`config.mk`:
```
export PLATFORM = sky130hd
export DESIGN_NAME = riscv_div_sequencer
export DESIGN_NICKNAME = d
export VERILOG_FILES = /design/src/rtl/riscv_div_sequencer.sv
export SDC_FILE = /design/constraint.sdc
export NUM_CORES = 1
export LEC_CHECK = 0
export ABC_AREA = 1
export CORE_AREA = 2 2 157 159
export CTS_CLUSTER_SIZE = 40
export DETAILED_ROUTE_END_ITERATION = 7
export DIE_AREA = 0 0 159 161
export PLACE_DENSITY_LB_ADDON = 0.15
export SLEW_MARGIN = 30
export SYNTH_ARGS = -nofsm -noshare
export SYNTH_HDL_FRONTEND = slang
export SYNTH_SLANG_ARGS = --single-unit
```
`constraint.sdc`:
```
create_clock -name i_riscv_divseq_clk -period 2.85 [get_ports i_riscv_divseq_clk]
set_input_delay 0.57 -clock i_riscv_divseq_clk [delete_from_list [all_inputs] [get_ports i_riscv_divseq_clk]]
set_output_delay 0.57 -clock i_riscv_divseq_clk [all_outputs]
set_load 0.02 [all_outputs]
```
`src/rtl/riscv_div_sequencer.sv`:
```
// Issue/retire sequencer between execute and the iterative 64-bit divider.
// Optional one-entry result cache: define RISCV_DIV_SEQ_CACHE_EN.
module riscv_div_sequencer (
  input  logic        i_riscv_divseq_clk,
  input  logic        i_riscv_divseq_rst_n,
  input  logic        i_riscv_divseq_valid,
  input  logic [3:0]  i_riscv_divseq_divctrl,
  input  logic [63:0] i_riscv_divseq_rs1data,
  input  logic [63:0] i_riscv_divseq_rs2data,
  input  logic [4:0]  i_riscv_divseq_rdaddr,
  input  logic        i_riscv_divseq_flush,
  output logic [3:0]  o_riscv_divseq_div_divctrl,
  output logic [63:0] o_riscv_divseq_div_rs1data,
  output logic [63:0] o_riscv_divseq_div_rs2data,
  input  logic [63:0] i_riscv_divseq_div_result,
  input  logic        i_riscv_divseq_div_valid,
  output logic        o_riscv_divseq_stall,
  output logic        o_riscv_divseq_busy,
  output logic        o_riscv_divseq_wb_valid,
  output logic [63:0] o_riscv_divseq_result,
  output logic [4:0]  o_riscv_divseq_rdaddr
);

  typedef enum logic [1:0] {
    S_IDLE  = 2'd0,
    S_RUN   = 2'd1,
    S_DRAIN = 2'd2,
    S_DONE  = 2'd3
  } state_e;

  state_e      state_q, state_d;
  logic [3:0]  divctrl_q, divctrl_d;
  logic [63:0] rs1_q, rs1_d;
  logic [63:0] rs2_q, rs2_d;
  logic [4:0]  rd_pend_q, rd_pend_d;
  logic [63:0] result_q, result_d;
  logic [4:0]  rdaddr_q, rdaddr_d;

  logic        req;
  logic        cache_hit;
  logic [63:0] cache_result;

  assign req = i_riscv_divseq_valid & i_riscv_divseq_divctrl[3] & ~i_riscv_divseq_flush;

`ifdef RISCV_DIV_SEQ_CACHE_EN
  logic        c_valid_q, c_valid_d;
  logic [3:0]  c_ctrl_q, c_ctrl_d;
  logic [63:0] c_rs1_q, c_rs1_d;
  logic [63:0] c_rs2_q, c_rs2_d;
  logic [63:0] c_res_q, c_res_d;

  assign cache_hit = c_valid_q
                   && (c_ctrl_q == i_riscv_divseq_divctrl)
                   && (c_rs1_q  == i_riscv_divseq_rs1data)
                   && (c_rs2_q  == i_riscv_divseq_rs2data);
  assign cache_result = c_res_q;

  // Key comes from the held divider operands, so drained runs are cached too.
  always_comb begin
    c_valid_d = c_valid_q;
    c_ctrl_d  = c_ctrl_q;
    c_rs1_d   = c_rs1_q;
    c_rs2_d   = c_rs2_q;
    c_res_d   = c_res_q;
    if (i_riscv_divseq_div_valid && ((state_q == S_RUN) || (state_q == S_DRAIN))) begin
      c_valid_d = 1'b1;
      c_ctrl_d  = divctrl_q;
      c_rs1_d   = rs1_q;
      c_rs2_d   = rs2_q;
      c_res_d   = i_riscv_divseq_div_result;
    end
  end

  always_ff @(posedge i_riscv_divseq_clk or negedge i_riscv_divseq_rst_n) begin
    if (!i_riscv_divseq_rst_n) begin
      c_valid_q <= 1'b0;
      c_ctrl_q  <= '0;
      c_rs1_q   <= '0;
      c_rs2_q   <= '0;
      c_res_q   <= '0;
    end else begin
      c_valid_q <= c_valid_d;
      c_ctrl_q  <= c_ctrl_d;
      c_rs1_q   <= c_rs1_d;
      c_rs2_q   <= c_rs2_d;
      c_res_q   <= c_res_d;
    end
  end
`else
  assign cache_hit    = 1'b0;
  assign cache_result = '0;
`endif

  always_comb begin
    state_d   = state_q;
    divctrl_d = divctrl_q;
    rs1_d     = rs1_q;
    rs2_d     = rs2_q;
    rd_pend_d = rd_pend_q;
    result_d  = result_q;
    rdaddr_d  = rdaddr_q;

    unique case (state_q)
      S_IDLE: begin
        if (req) begin
          if (cache_hit) begin
            state_d  = S_DONE;
            result_d = cache_result;
            rdaddr_d = i_riscv_divseq_rdaddr;
          end else begin
            state_d   = S_RUN;
            divctrl_d = i_riscv_divseq_divctrl;
            rs1_d     = i_riscv_divseq_rs1data;
            rs2_d     = i_riscv_divseq_rs2data;
            rd_pend_d = i_riscv_divseq_rdaddr;
          end
        end
      end
      S_RUN: begin
        // Flush outranks a same-cycle completion: the result is dropped.
        if (i_riscv_divseq_flush) begin
          if (i_riscv_divseq_div_valid) begin
            state_d   = S_IDLE;
            divctrl_d = '0;
            rs1_d     = '0;
            rs2_d     = '0;
            rd_pend_d = '0;
          end else begin
            state_d = S_DRAIN;
          end
        end else if (i_riscv_divseq_div_valid) begin
          state_d   = S_DONE;
          result_d  = i_riscv_divseq_div_result;
          rdaddr_d  = rd_pend_q;
          divctrl_d = '0;
          rs1_d     = '0;
          rs2_d     = '0;
          rd_pend_d = '0;
        end
      end
      S_DRAIN: begin
        if (i_riscv_divseq_div_valid) begin
          state_d   = S_IDLE;
          divctrl_d = '0;
          rs1_d     = '0;
          rs2_d     = '0;
          rd_pend_d = '0;
        end
      end
      S_DONE: begin
        state_d = S_IDLE;
      end
      default: begin
        state_d = S_IDLE;
      end
    endcase
  end

  always_ff @(posedge i_riscv_divseq_clk or negedge i_riscv_divseq_rst_n) begin
    if (!i_riscv_divseq_rst_n) begin
      state_q   <= S_IDLE;
      divctrl_q <= '0;
      rs1_q     <= '0;
      rs2_q     <= '0;
      rd_pend_q <= '0;
      result_q  <= '0;
      rdaddr_q  <= '0;
    end else begin
      state_q   <= state_d;
      divctrl_q <= divctrl_d;
      rs1_q     <= rs1_d;
      rs2_q     <= rs2_d;
      rd_pend_q <= rd_pend_d;
      result_q  <= result_d;
      rdaddr_q  <= rdaddr_d;
    end
  end

  assign o_riscv_divseq_div_divctrl = divctrl_q;
  assign o_riscv_divseq_div_rs1data = rs1_q;
  assign o_riscv_divseq_div_rs2data = rs2_q;
  assign o_riscv_divseq_stall       = req & (state_q != S_DONE);
  assign o_riscv_divseq_busy        = (state_q != S_IDLE);
  assign o_riscv_divseq_wb_valid    = (state_q == S_DONE);
  assign o_riscv_divseq_result      = result_q;
  assign o_riscv_divseq_rdaddr      = rdaddr_q;

endmodule
```
[Word-level counts from Yosys, hierarchy flattened]
Cells that the tools add are included.
Storage, ports and cells
  logic and storage cells: 43
  bits of input ports: 206
  output and inout port bits: 204
  bits in registers: 208
Cells by class
  reduce and logical (&&, ||, !) cells: 7
  muxes and demuxes: 17
  bitwise operators: 4
  equal/unequal tests: 8
Operator list (count)
  $pmux 64 s2: 2
  $mux 64: 3
  $mux 2: 5
  $mux 5: 2
  $pmux 5 s2: 1
  $reduce_and 3->1: 3
  $mux 4: 2
  $pmux 2 s4: 1
  $pmux 4 s2: 1
  $ne 2x2->1 const B: 3
  $eq 2x2->1 const B: 2
  $reduce_bool 2->1: 2
  $and 1x1->1: 3
  $ne 3x3->1 const B: 1
  $eq 2x1->1 const B: 1
  $logic_not 2->1: 1
  $ne 2x1->1 const B: 1
  $reduce_or 2->1: 1
  $not 1->1: 1

[Depth between registers and ports, before layout]
  depth after elaboration: 4
  gate-level depth with buffers: 9
  depth with buffers taken out: 8

[Least setup slack after synthesis]
Ideal clock, no wire load.
  path kind: reg2out
  start point: reg state_q[0]
  end point: out o_riscv_divseq_stall
  slack: 1.262 ns
  data arrival time: 1.018 ns
  data required time: 2.280 ns
  cell stages (with the launch flop): 3
  path buffers: 0
  path through: dfrtp_1 -> ha_1 -> nor2_1
On the way
  word-level cells in the longest chain between the ends: 2
RTL lines
  start: declaration: RTL line 31  | state_e state_q, state_d;
  start signal: assignment: RTL line 169  | state_q <= state_d;
  $ne 2x2->1: RTL line 182  | assign o_riscv_divseq_stall = req & (state_q != S_DONE);
  $and 1x1->1: RTL line 182
  end: declaration: RTL line 17  | output logic o_riscv_divseq_stall,
Every way passes these cells.

[Worst setup path after layout]
  start point: in i_riscv_divseq_divctrl[3]
  end point: out o_riscv_divseq_stall
On the way
  word-level cells in the longest chain between the ends: 3
RTL lines
  start: declaration: RTL line 7  | input logic [3:0] i_riscv_divseq_divctrl,
  $and 1x1->1 (2 in a row): RTL line 43  | assign req = i_riscv_divseq_valid & i_riscv_divseq_divctrl[3] & ~i_riscv_divseq_flush;
  $and 1x1->1: RTL line 182
Every way passes these cells.

==> summary.txt <==
Timing
  – Setup TNS: 0 ps
  – RSZ-0062 raised after global routing: no
  – Setup Skew: 11.74 ps
  – Least-Margin Pin Slew: 883.6 ps
  – Fmax: 371.6 MHz
  – Crit share post-route: 0.9443
  – Final hold vios: 0
  – Final setup fails: 0
  – Min cycle time layout: 2691 ps
  – Slew HR: 0.4109
  – Max-slew violations: 0

Yosys
  – Sequential share of the synthesized area: 0.5525
  – Top post-synthesis cells by area: dfrtp_1, nand2_1, inv_1, nand3_1, nor2_1
  – Netlist cell types: 14
  – Post-synth top area share: 0.5525
  – Commonest cells post-synth: nand2_1, inv_1, dfrtp_1
  – Ys async rst share: 1.000
  – Mapped Area: 0.009422 sq mm
  – Ys Warns: 0
  – FF+latch count, synth: 208
  – Syn_nets: 1417
  – Yosys top cell by area: dfrtp_1
  – Mapped Cells: 1207
  – EDFF count, synth: 0
  – Syn_area_per_cell: 7.806 sq um
  – Count leader, synth: nand2_1
  – Top_reg_cell synth: dfrtp_1

Pwr
  – Power per cell area: 1179 mW/mm^2
  – Clock Power Share: 0.190
  – P_int: 9.860 mW
  – Static leakage: 7.641 nW
  – Switching power: 7.344 mW
  – Comb pwr share: 0.526
  – VDD IR max: 0.9752 mV
  – Seq pwr share: 0.284
  – Net Sw Frac: 0.4269

Clock tree
  – CTS tree: built
  – Setup Buffers After CTS: 0
  – CTS max path bufs: 3
  – Cts repair resizes: 0
  – Clock-pin slew on the worst setup and hold paths: 60 ps
  – Sink Count: 208
  – H-tree levels: 1
  – Worst-Skew Late Latency: 510 ps
  – Hold Buf Count CTS: 0
  – Root buffer cell: clkbuf_16
  – TritonCTS buffer count: 24

Setup path
  – Largest delay contributor family on the critical path: buffers and inverters
  – Worst setup EP type: output pin
  – Reg2Reg Depth: 7
  – FF-to-FF End: o_riscv_divseq_div_rs1data[44]
  – CP Launch Type: input pin
  – CP most frequent cell: clkdlybuf4s50_1
  – CP max stage delay: 670 ps
  – WP data required: 2280 ps
  – R2R Path Start: state_q[1]
  – CP max FO: 2
  – Crit Path Class: in -> out
  – R2r setup slk: 860 ps
  – Critical-path cell list: clkdlybuf4s50_1, nand3_1, nor2_1, clkdlybuf4s50_1
  – CP Buf/Inv Count: 2
  – Critical path arrival: 2120 ps
  – Slowest-stage cell, CP: clkdlybuf4s50_1
  – CP Launch Point: i_riscv_divseq_divctrl[3]

Place
  – Placed cell count: 1881
  – Hpwl dp: 20000 microns
  – Global placement routability congestion: 0.7947
  – Port bufs: 409

Cells and area
  – Fillers: 2196
  – Ratio of cells with drive above 1 in the final layout: 0.03938
  – Area Growth Syn to Fin: 54.85%
  – Nets: 1793
  – Non-filler cells, final: 1926

Job
  – Max Cap Viol: 0

Floorplan
  – Io pins: 410
  – Rows: 57
  – Die area: 0.02560 sq mm
  – Die Y-Extent: 161 microns
  – Core Box Area: 0.02396 sq mm
  – DIE WIDTH: 159 microns
  – Initial Utilization: 0.3932

Global route
  – Gr usage total: 0.2240
  – Initial antenna violation count: 2
  – GR Overflow Total: 0
  – Number of global-route vias before repair: 8470
  – First-pass GRT wire length: 46170 microns
  – Pin count of the biggest net entering global routing: 141

Route
  – DR WL/cell: 15.19 microns
  – Final WL: 29250 microns
  – Drc violations: 0
  – Pre-antenna DRT Iters: 5
  – Via count: 8824
  – ANT nets after route: 0
  – First DRT Iteration DRCs: 517
  – Vias per std cell: 4.582

Min path
  – HP Class: in -> async

Status
  – Status: complete, no violations
==> layout by cell type, fill, tap and decap left out, types with 5 or more instances in the layout <==
cell,instances
nand3_1,140
nand2_1,354
buf_4,8
buf_12,7
inv_1,211
dfrtp_1,208
nor2_1,139
clkdlybuf4s50_1,408
clkinv_2,5
clkbuf_16,25
o21ai_0,69
==> how the worst max path moves through the flow <==
stage	endpoint	cells past startpoint
6_report	o_riscv_divseq_stall	4
3_5_place_dp	o_riscv_divseq_stall	4
5_1_grt	o_riscv_divseq_stall	4
4_1_cts	o_riscv_divseq_stall	4
3_3_place_gp	o_riscv_divseq_stall	4
2_1_floorplan	o_riscv_divseq_stall	2
==> stage by stage <==
step / hold slack (ps) / area [sq um] / setup slack [ps] / total power, mW / util
after floorplan: 274.4 / 9422 / 1262 / 10.29 / -
after global placement: 452.2 / 13740 / 153.6 / 13.90 / 0.5732
after detailed placement: 457.4 / 13740 / 142.8 / 14.05 / 0.5732
after CTS: 114.1 / 14580 / 142.1 / 17.40 / 0.6084
after global routing: 117.4 / 14590 / 88.57 / 18.39 / 0.6088
final: 91.41 / 14590 / 158.8 / 17.20 / 0.6088
==> layout make-up <==
cell class | instances | area (sq um) | share of cell area
Sequential cell | 208 | 5205 | 0.3568
Antenna cell | 2 | 5.005 | 0.0003431
Clock buffer | 32 | 681.9 | 0.04674
Inverter | 213 | 799.5 | 0.05480
Timing Repair Buffer | 425 | 4309 | 0.2954
Multi-Input combinational cell | 711 | 3020 | 0.2070
Clock inverter | 11 | 162.7 | 0.01115
Tap cell | 324 | 405.4 | 0.02779
==> flip-flops by register name (all words and copies together), names as in the netlist <==
signal,cells
rd_pend_q,5
state_q,2
o_riscv_divseq_result,64
o_riscv_divseq_rdaddr,5
o_riscv_divseq_div_rs1data,64
o_riscv_divseq_div_divctrl,4
o_riscv_divseq_div_rs2data,64
==> cells by family after synthesis <==
group           after synthesis  synth area share
flops                       208            0.5525
fa+ha+maj                     4          0.005312
simple gates                636            0.2721
buf+inv                     288            0.1320
compound gates               71           0.03811
==> power groups by stage <==
stage | Combinational (mW) | Sequential (mW) | Clock [mW]
after floorplan | 3.97 | 6.33 | 0
after global placement | 9.04 | 4.86 | 0
after detailed placement | 9.15 | 4.90 | 0
after CTS | 9.16 | 4.88 | 3.35
after global routing | 9.88 | 5.03 | 3.48
final | 9.05 | 4.88 | 3.28
==> worst register-to-register path, cell delays in order, from the launching register on <==
cell     delay, ps
dfrtp_1        410
inv_1          110
ha_4           320
nand2_1         90
o21ai_4        110
buf_12         510
nand3_1        260
nand2_1        120
==> layer usage <==
layer  global-route usage  part of all wire
met4              0.09504             0.042
met2               0.3625              0.47
met5                    0                 0
met1               0.2781              0.40
met3              0.07165             0.089
(Power assumes the default switching activity.)
